<file path="src/rtl/t08_lcd_scheduler_if.sv">
// t08_lcd_scheduler <-> t08_spi command engine link.
// Scheduler is master, engine is slave.
interface t08_lcd_scheduler_if;
  logic        spi_busy;
  logic        spi_enable;
  logic [7:0]  spi_command;
  logic [31:0] spi_parameters;
  logic [3:0]  spi_counter;
  logic        spi_readwrite;

  modport master (
    input  spi_busy,
    output spi_enable,
    output spi_command,
    output spi_parameters,
    output spi_counter,
    output spi_readwrite
  );

  modport slave (
    output spi_busy,
    input  spi_enable,
    input  spi_command,
    input  spi_parameters,
    input  spi_counter,
    input  spi_readwrite
  );
endinterface

</file>
<file path="src/rtl/t08_lcd_scheduler.sv">
// LCD init sequencer and round-robin arbiter
// sharing one t08_spi command/parameter engine.
module t08_lcd_scheduler #(
  parameter logic [15:0] RST_DELAY = 16'd5000,
  parameter logic [15:0] SLP_DELAY = 16'd6000
) (
  input  logic        clk,
  input  logic        nrst,
  input  logic [1:0]  req,
  input  logic [7:0]  req_cmd0,
  input  logic [7:0]  req_cmd1,
  input  logic [31:0] req_par0,
  input  logic [31:0] req_par1,
  input  logic [3:0]  req_cnt0,
  input  logic [3:0]  req_cnt1,
  input  logic        req_rw0,
  input  logic        req_rw1,
  output logic [1:0]  grant,
  output logic [1:0]  done,
  output logic        init_done,
  t08_lcd_scheduler_if.master spi
);

  typedef enum logic [2:0] {
    INIT_ISSUE,
    INIT_WAIT_BUSY,
    INIT_WAIT_DONE,
    INIT_DELAY,
    IDLE,
    ISSUE,
    WAIT_BUSY,
    WAIT_DONE
  } state_t;

  state_t      state_q, state_d;
  logic [1:0]  idx_q, idx_d;
  logic [15:0] dly_q, dly_d;
  logic        init_done_q, init_done_d;
  logic [1:0]  grant_q, grant_d;
  logic [1:0]  done_q, done_d;
  logic        rr_last_q, rr_last_d;
  logic        port_q, port_d;
  logic        en_q, en_d;
  logic [7:0]  cmd_q, cmd_d;
  logic [31:0] par_q, par_d;
  logic [3:0]  cnt_q, cnt_d;
  logic        rw_q, rw_d;

  logic [7:0]  ini_cmd;
  logic [3:0]  ini_cnt;
  logic [31:0] ini_par;
  logic        sel;

  function automatic logic [3:0] clamp(
    input logic [3:0] c
  );
    return (c > 4'd4) ? 4'd4 : c;
  endfunction

  // Fixed LCD bring-up table; all entries are writes.
  always_comb begin
    ini_cmd = 8'h00;
    ini_cnt = 4'd0;
    ini_par = 32'h0;
    unique case (idx_q)
      2'd0: ini_cmd = 8'h01;
      2'd1: ini_cmd = 8'h11;
      2'd2: begin
        ini_cmd = 8'h3A;
        ini_cnt = 4'd1;
        ini_par = 32'h5500_0000;
      end
      2'd3: ini_cmd = 8'h29;
      default: ini_cmd = 8'h00;
    endcase
  end

  // Contended requests go to the port not served last.
  always_comb begin
    sel = (&req) ? ~rr_last_q : ~req[0];
  end

  // Next-state, handshake and arbitration logic.
  always_comb begin
    state_d     = state_q;
    idx_d       = idx_q;
    dly_d       = dly_q;
    init_done_d = init_done_q;
    grant_d     = grant_q;
    done_d      = 2'b00;
    rr_last_d   = rr_last_q;
    port_d      = port_q;
    en_d        = en_q;
    cmd_d       = cmd_q;
    par_d       = par_q;
    cnt_d       = cnt_q;
    rw_d        = rw_q;
    unique case (state_q)
      INIT_ISSUE: begin
        en_d    = 1'b1;
        cmd_d   = ini_cmd;
        cnt_d   = ini_cnt;
        par_d   = ini_par;
        rw_d    = 1'b1;
        state_d = INIT_WAIT_BUSY;
      end
      INIT_WAIT_BUSY: begin
        if (spi.spi_busy) begin
          en_d    = 1'b0;
          state_d = INIT_WAIT_DONE;
        end
      end
      INIT_WAIT_DONE: begin
        if (!spi.spi_busy) begin
          unique case (idx_q)
            2'd0: begin
              dly_d   = RST_DELAY;
              state_d = INIT_DELAY;
            end
            2'd1: begin
              dly_d   = SLP_DELAY;
              state_d = INIT_DELAY;
            end
            2'd2: begin
              idx_d   = idx_q + 2'd1;
              state_d = INIT_ISSUE;
            end
            default: begin
              init_done_d = 1'b1;
              state_d     = IDLE;
            end
          endcase
        end
      end
      INIT_DELAY: begin
        if (dly_q == 16'd0) begin
          idx_d   = idx_q + 2'd1;
          state_d = INIT_ISSUE;
        end else begin
          dly_d = dly_q - 16'd1;
        end
      end
      IDLE: begin
        if (req != 2'b00) begin
          port_d  = sel;
          grant_d = sel ? 2'b10 : 2'b01;
          en_d    = 1'b1;
          cmd_d   = sel ? req_cmd1 : req_cmd0;
          par_d   = sel ? req_par1 : req_par0;
          cnt_d   = clamp(sel ? req_cnt1 : req_cnt0);
          rw_d    = sel ? req_rw1 : req_rw0;
          state_d = ISSUE;
        end
      end
      ISSUE: begin
        state_d = WAIT_BUSY;
      end
      WAIT_BUSY: begin
        if (spi.spi_busy) begin
          en_d    = 1'b0;
          state_d = WAIT_DONE;
        end
      end
      WAIT_DONE: begin
        if (!spi.spi_busy) begin
          done_d    = port_q ? 2'b10 : 2'b01;
          grant_d   = 2'b00;
          rr_last_d = port_q;
          state_d   = IDLE;
        end
      end
      default: state_d = INIT_ISSUE;
    endcase
  end

  // State and output registers.
  always_ff @(posedge clk or negedge nrst) begin
    if (!nrst) begin
      state_q     <= INIT_ISSUE;
      idx_q       <= 2'd0;
      dly_q       <= 16'd0;
      init_done_q <= 1'b0;
      grant_q     <= 2'b00;
      done_q      <= 2'b00;
      rr_last_q   <= 1'b1;
      port_q      <= 1'b0;
      en_q        <= 1'b0;
      cmd_q       <= 8'h00;
      par_q       <= 32'h0;
      cnt_q       <= 4'd0;
      rw_q        <= 1'b1;
    end else begin
      state_q     <= state_d;
      idx_q       <= idx_d;
      dly_q       <= dly_d;
      init_done_q <= init_done_d;
      grant_q     <= grant_d;
      done_q      <= done_d;
      rr_last_q   <= rr_last_d;
      port_q      <= port_d;
      en_q        <= en_d;
      cmd_q       <= cmd_d;
      par_q       <= par_d;
      cnt_q       <= cnt_d;
      rw_q        <= rw_d;
    end
  end

  assign grant              = grant_q;
  assign done               = done_q;
  assign init_done          = init_done_q;
  assign spi.spi_enable     = en_q;
  assign spi.spi_command    = cmd_q;
  assign spi.spi_parameters = par_q;
  assign spi.spi_counter    = cnt_q;
  assign spi.spi_readwrite  = rw_q;

endmodule

</file>
<file path="src/flat_wrapper.sv">
// flat-port wrapper written by rule: the top's interface ports become plain ports
module t08_lcd_scheduler_flat 
#(
  parameter logic [15:0] RST_DELAY = 16'd5000,
  parameter logic [15:0] SLP_DELAY = 16'd6000
)
  (clk, nrst, req, req_cmd0, req_cmd1, req_par0, req_par1, req_cnt0, req_cnt1, req_rw0, req_rw1, grant, done, init_done, spi_spi_busy, spi_spi_enable, spi_spi_command, spi_spi_parameters, spi_spi_counter, spi_spi_readwrite);
  t08_lcd_scheduler_if spi_i ();
  input  logic clk;
  input  logic nrst;
  input  logic [1:0] req;
  input  logic [7:0] req_cmd0;
  input  logic [7:0] req_cmd1;
  input  logic [31:0] req_par0;
  input  logic [31:0] req_par1;
  input  logic [3:0] req_cnt0;
  input  logic [3:0] req_cnt1;
  input  logic req_rw0;
  input  logic req_rw1;
  output logic [1:0] grant;
  output logic [1:0] done;
  output logic init_done;
  input wire logic [$bits(spi_i.spi_busy)-1:0] spi_spi_busy;
  output wire logic [$bits(spi_i.spi_enable)-1:0] spi_spi_enable;
  output wire logic [$bits(spi_i.spi_command)-1:0] spi_spi_command;
  output wire logic [$bits(spi_i.spi_parameters)-1:0] spi_spi_parameters;
  output wire logic [$bits(spi_i.spi_counter)-1:0] spi_spi_counter;
  output wire logic [$bits(spi_i.spi_readwrite)-1:0] spi_spi_readwrite;
  assign spi_i.spi_busy = spi_spi_busy;
  assign spi_spi_enable = spi_i.spi_enable;
  assign spi_spi_command = spi_i.spi_command;
  assign spi_spi_parameters = spi_i.spi_parameters;
  assign spi_spi_counter = spi_i.spi_counter;
  assign spi_spi_readwrite = spi_i.spi_readwrite;
  t08_lcd_scheduler #(.RST_DELAY(RST_DELAY), .SLP_DELAY(SLP_DELAY)) u_core (.clk(clk), .nrst(nrst), .req(req), .req_cmd0(req_cmd0), .req_cmd1(req_cmd1), .req_par0(req_par0), .req_par1(req_par1), .req_cnt0(req_cnt0), .req_cnt1(req_cnt1), .req_rw0(req_rw0), .req_rw1(req_rw1), .grant(grant), .done(done), .init_done(init_done), .spi(spi_i));
endmodule
</file>
<file path="config.mk">
export PLATFORM = sky130hd
export DESIGN_NAME = t08_lcd_scheduler_flat
export DESIGN_NICKNAME = d
export VERILOG_FILES = /design/src/rtl/t08_lcd_scheduler_if.sv /design/src/rtl/t08_lcd_scheduler.sv /design/src/flat_wrapper.sv
export SDC_FILE = /design/constraint.sdc
export NUM_CORES = 1
export LEC_CHECK = 0
export CELL_PAD_IN_SITES_DETAIL_PLACEMENT = 1
export CELL_PAD_IN_SITES_GLOBAL_PLACEMENT = 2
export CORE_UTILIZATION = 28
export CTS_CLUSTER_DIAMETER = 30
export DETAILED_ROUTE_END_ITERATION = 8
export PLACE_DENSITY = 0.91
export REMOVE_ABC_BUFFERS = 1
export SYNTH_ARGS = -nofsm -noshare
export SYNTH_HDL_FRONTEND = slang
export SYNTH_SLANG_ARGS = --single-unit
</file>
<file path="constraint.sdc">
create_clock -name clk -period 6.3 [get_ports clk]
set_clock_uncertainty 0.2 [all_clocks]
set_input_delay 1.26 -clock clk [delete_from_list [all_inputs] [get_ports clk]]
set_output_delay 1.26 -clock clk [all_outputs]
set_load 0.05 [all_outputs]
</file>
; Word-level counts from Yosys, hierarchy flattened
; Cells that the tools add are included.
[totals]
reg_bits = 74
inputBits = 95
out_inout_bits = 51
elab_cells = 104
[classes]
add_sub_neg = 2
order_cmp = 1
eq_ne = 20
muxes = 43
bitwise_logic = 4
reduce_logical = 21
[ops]
columns = cell, n
row1 = 2-to-1 mux 32 bit, 2
row2 = case mux 16 bit (2 select lines), 2
row3 = case mux 32 bit (2 select lines), 1
row4 = 2-to-1 mux 16 bit, 2
row5 = case mux 8 bit (4 select lines), 1
row6 = 2-to-1 mux 31 bit, 1
row7 = case mux 3 bit (8 select lines), 1
row8 = 2-to-1 mux 2 bit, 9
row9 = 2-to-1 mux 3 bit, 6
row10 = logical NOT 16 bit, 1
row11 = 2-to-1 mux 8 bit, 2
row12 = case mux 8 bit (2 select lines), 1
row13 = "subtractor 16 x 1 -> 16 bit, second input constant", 1
row14 = "== test 3 bit, second input constant", 4
row15 = 2-to-1 mux 4 bit, 3
row16 = "inequality test 2 bit, second input constant", 5
row17 = AND reduction 3 bit, 3
row18 = "inequality test 2 x 1 -> 1 bit, second input constant", 4
row19 = case mux 2 bit (2 select lines), 2
row20 = case mux 4 bit (2 select lines), 1
row21 = AND reduction 2 bit, 4
row22 = AND reduction 4 bit, 2
row23 = nonzero test 2 bit, 4
row24 = "== test 3 x 2 -> 1 bit, second input constant", 2
row25 = other kinds (17), 27

; Logic depth before layout (Yosys ltp)
[depth]
ltp_word = 7
mapped_depth = 8
ltp_nobuf = 7

; Worst setup path after synthesis
; No wires, ideal clock.
[synth_path]
kind = input port to flip-flop
start = input port spi_spi_busy
end = register u_core.dly_q[15]
setup_ps = 78
arrival_ps = 2561
t_required_ps = 6022
setup_slack_ps = 3462
cell_stages = 5
n_path_buf = 0
cell_sequence = o21ba_2 -> o21ai_2 -> or3_1 -> or4b_1 -> a21oi_1
[synth_via]
elab_chain_len = 2
[synth_rtl]
columns = item, line
row1 = "start, declared", flat_wrapper.sv:23  ; input wire logic [$bits(spi_i.spi_busy)-1:0] spi_spi_busy;
row2 = inequality test 2 bit (no source line), --
row3 = AND reduction 4 bit (no source line), --
row4 = "end signal, assigned", t08_lcd_scheduler.sv:195  ; dly_q <= dly_d;
row5 = "end, declared", t08_lcd_scheduler.sv:37  ; logic [15:0] dly_q, dly_d;
; No other way between the ends.
; A chain may end at the register's enable or synchronous reset.

; Worst setup path in the final report
[layout_path]
start = input port req[1]
end = register u_core.par_q[30] (netlist: u_core.spi.spi_parameters[30])
[layout_via]
elab_chain_len = 5
word_cells_on_any_way = 8
cone_classes = eq/ne (1) / mux (4) / reduce/logical (3)
[layout_rtl]
columns = item, line
row1 = "start, declared", flat_wrapper.sv:11  ; input logic [1:0] req;
row2 = AND reduction 2 bit, t08_lcd_scheduler.sv:80  ; sel = (&req) ? ~rr_last_q : ~req[0];
row3 = 2-to-1 mux 1 bit, t08_lcd_scheduler.sv:80
row4 = 2-to-1 mux 32 bit, t08_lcd_scheduler.sv:149  ; par_d = sel ? req_par1 : req_par0;
row5 = 2-to-1 mux 32 bit, t08_lcd_scheduler.sv:144  ; if (req != 2'b00) begin
row6 = case mux 32 bit (2 select lines), t08_lcd_scheduler.sv:98  ; unique case (state_q)
row7 = "end signal, assigned", t08_lcd_scheduler.sv:203  ; par_q <= par_d;
row8 = "end, declared", t08_lcd_scheduler.sv:45  ; logic [31:0] par_q, par_d;
; Parallel ways exist; a longest one is shown, timed or not. The select of a mux whose other input is x is not followed.

==> results.toml <==
[final_layout]
fillers = 1447
final_common_cell = "clkdlybuf4s50_1"
layout-drive-gt1-share = 0.08465
final_cell_mix = "clkdlybuf4s50_1, dfrtp_1, inv_1"
area_growth_pct = 53.23
finalNetCount = 604
n_antenna_cell = 0
final-seq-area_mm2 = 0.001854
multi_input_area_mm2 = 0.001602

[cts]
clockBufferDepth = 2
cts_hold_buf = 0
cts_num_sinks = 74
clockRootBuffer = "clkbuf_16"
path_clk_slew_ns = 0.06
cts-resized-gates = 0
clkLatencyLatePin_ns = 0.33
htreeDepth = 3
post-cts-setup-buffers = 0
cts_tree = "yes"
cts_buffers = 9

[synthesis]
syn-cell-area_mm2 = 0.003684
synth_ff_type = "dfrtp_1"
ys_ff_latch = 74
synth_cells = 362
synth_top_area_cell = "dfrtp_1"
synth_compound_area_frac = 0.2164
yosysWarnings = 0
synth_top_family_by_area = "compound AO/OA/AOI/OAI gates"
synth-simple-area-share = 0.1379
ys_seq_area_frac = 0.5034
synth.mux.area_fraction = 0.05163
synth_xor_area_frac = 0.007133
synth_cell_type_count = 57
synth.area.top_cells = "dfrtp_1, a222oi_1, inv_1"
yosysTopAreaCellShare = 0.4891
synthAdderAreaFrac = 0.02038
syn_avg_cell_area_um2 = 10.18
synth-async-reset-ratio = 1.000
synth_edf_count = 0

[placement]
dp.final_hpwl_um = 8892
port_buffers = 145
gp_congestion = 0.7822

[floorplanning]
io_pins = 146
rows = 41
start_util = 0.2895
coreArea_mm2 = 0.01272
dieHeight_um = 116.7
die-area_mm2 = 0.01362
dieWidth_um = 116.7

[sta]
hold_violations = 0
maxSlewHeadroom = 0.3513
drv_slew = 0
post-route-period-util = 0.5189
max_freq_ghz = 0.3059
rsz0062_at_grt = "no"
setup_viol = 0
setup_tns_ns = 0
worst_slew_pin_slew_ns = 0.9731
fin_crit_ns = 3.269

[power]
finalPower_mw = 3.007
p_leak_nw = 2.520
ir_drop_uv = 138.1
power.density_mw_per_mm2 = 532.8

[detailed_routing]
ant_nets = 0
viasPerCell = 5.137
drc = 0
first_iter_violations = 288
avgRoutedWirePerCell_um = 18.01
dr.pass1.iters = 6
routed_wl_um = 12250
num_vias = 3493

[setup_path]
required_ns = 6.29
start_kind = "input pin"
cp-end-kind = "register"
path_max_fanout = 10
critPathKind = "input pin to register"
worstPathArrival_ns = 3.26

[grt]
grt_max_degree = 75
grt_pass1_wl_um = 18970
overflow = 0
antenna_found_initial = 0
track_usage = 0.1817
grt_pass1_vias = 3693

[status]
status = "finished clean"

[run]
drv_cap = 0

[min_path]
hold_path.class = "register to register"
[layout make-up]
type	count	share of cell area
Timing Repair Buffer	149	0.2620
Inverter	40	0.02660
Tap cell	172	0.03813
Multi-Input combinational cell	229	0.2838
Clock buffer	10	0.04057
Clock inverter	6	0.02039
Sequential cell	74	0.3285
[report_power, final]
| group | leakage, nW | total [mW] | internal [mW] | switching [mW] |
|---|---|---|---|---|
| clock network | 0.163 | 0.596 | 0.388 | 0.207 |
| logic | 1.44 | 1.54 | 0.561 | 0.979 |
| registers | 0.919 | 0.872 | 0.683 | 0.190 |
[cell families (layout without fill, tap and decap cells)]
group,after synthesis,in the layout
AO/OA/AOI/OAI,105,105
AND/OR/NAND/NOR,97,97
flip-flops,74,74
buffers and inverters,59,205
multiplexers,18,18
adder cells (fa/ha/maj),6,6
XOR/XNOR,3,3
[Yosys cell counts (2+ instances only)]
cell type	number
and3_1	3
and2_1	2
nand2b_1	2
o21a_1	3
nor2b_1	5
nor2_1	27
xnor2_1	3
dfstp_2	2
dfrtp_1	72
a21o_1	3
o31ai_1	3
nand3_1	5
nand2_1	24
o221ai_1	2
a21oi_1	18
or3_1	5
nor3_1	5
nor4_1	5
a222oi_1	31
mux2_2	8
o311ai_0	3
nor3b_2	2
o21ai_0	20
a31oi_1	2
nand4_1	3
mux2i_1	10
a21boi_0	2
buf_2	6
ha_1	6
o311a_1	2
a41oi_1	2
a31o_2	2
clkbuf_1	11
inv_1	40
[stage by stage]
| step | setup slack, ns | hold slack (ns) | utilization | cells | instance area (µm²) |
|---|---|---|---|---|---|
| final | 3.031 | 0.2576 | 0.4436 | 680 | 5644 |
| after floorplan | 2.419 | 0.2032 | - | 343 | 3601 |
| after global routing | 2.902 | 0.2738 | 0.4436 | 680 | 5644 |
| after global placement | 2.737 | 0.2319 | 0.4166 | 664 | 5300 |
| after detailed placement | 2.673 | 0.2337 | 0.4166 | 664 | 5300 |
| after CTS | 3.022 | 0.2530 | 0.4436 | 680 | 5644 |
[state kept, by name (all words and copies together), names as in the netlist]
| name | flops |
|---|---|
| u_core.init_done | 1 |
| u_core.spi.spi_parameters | 32 |
| u_core.spi.spi_command | 8 |
| u_core.idx_q | 2 |
| u_core.spi.spi_enable | 1 |
| u_core.rr_last_q | 1 |
| u_core.spi.spi_counter | 4 |
| u_core.spi.spi_readwrite | 1 |
| u_core.grant | 2 |
| u_core.done | 2 |
| u_core.port_q | 1 |
| u_core.dly_q | 16 |
| u_core.state_q | 3 |
[worst paths after layout]
check                             startpoint                            end  slack, ns  cells after the start
hold reg to reg                u_core.port_q                 u_core.done[0]       0.26                      1
max in group asynchronous               nrst  u_core.spi.spi_parameters[12]       4.39                      1
setup reg to reg           u_core.state_q[1]               u_core.dly_q[15]       3.47                      5
setup / recovery                      req[1]  u_core.spi.spi_parameters[30]       3.03                      7
min in group asynchronous               nrst      u_core.spi.spi_command[3]       0.88                      1
hold / removal                 u_core.port_q                 u_core.done[0]       0.26                      1
[critical path, stage by stage]
cell,delay (ns)
clkdlybuf4s50_1,0.54
inv_1,0.06
o21ai_1,0.49
buf_4,0.31
mux2_2,0.36
a21oi_1,0.14
o21ai_0,0.09
[routing by layer]
metal,GRT usage,part of all wire
met1,0.2218,0.44
met2,0.3191,0.50
met3,0.03840,0.048
met4,0.05823,0.013
met5,0,0
Note: power is estimated with default switching activity, not from simulation.
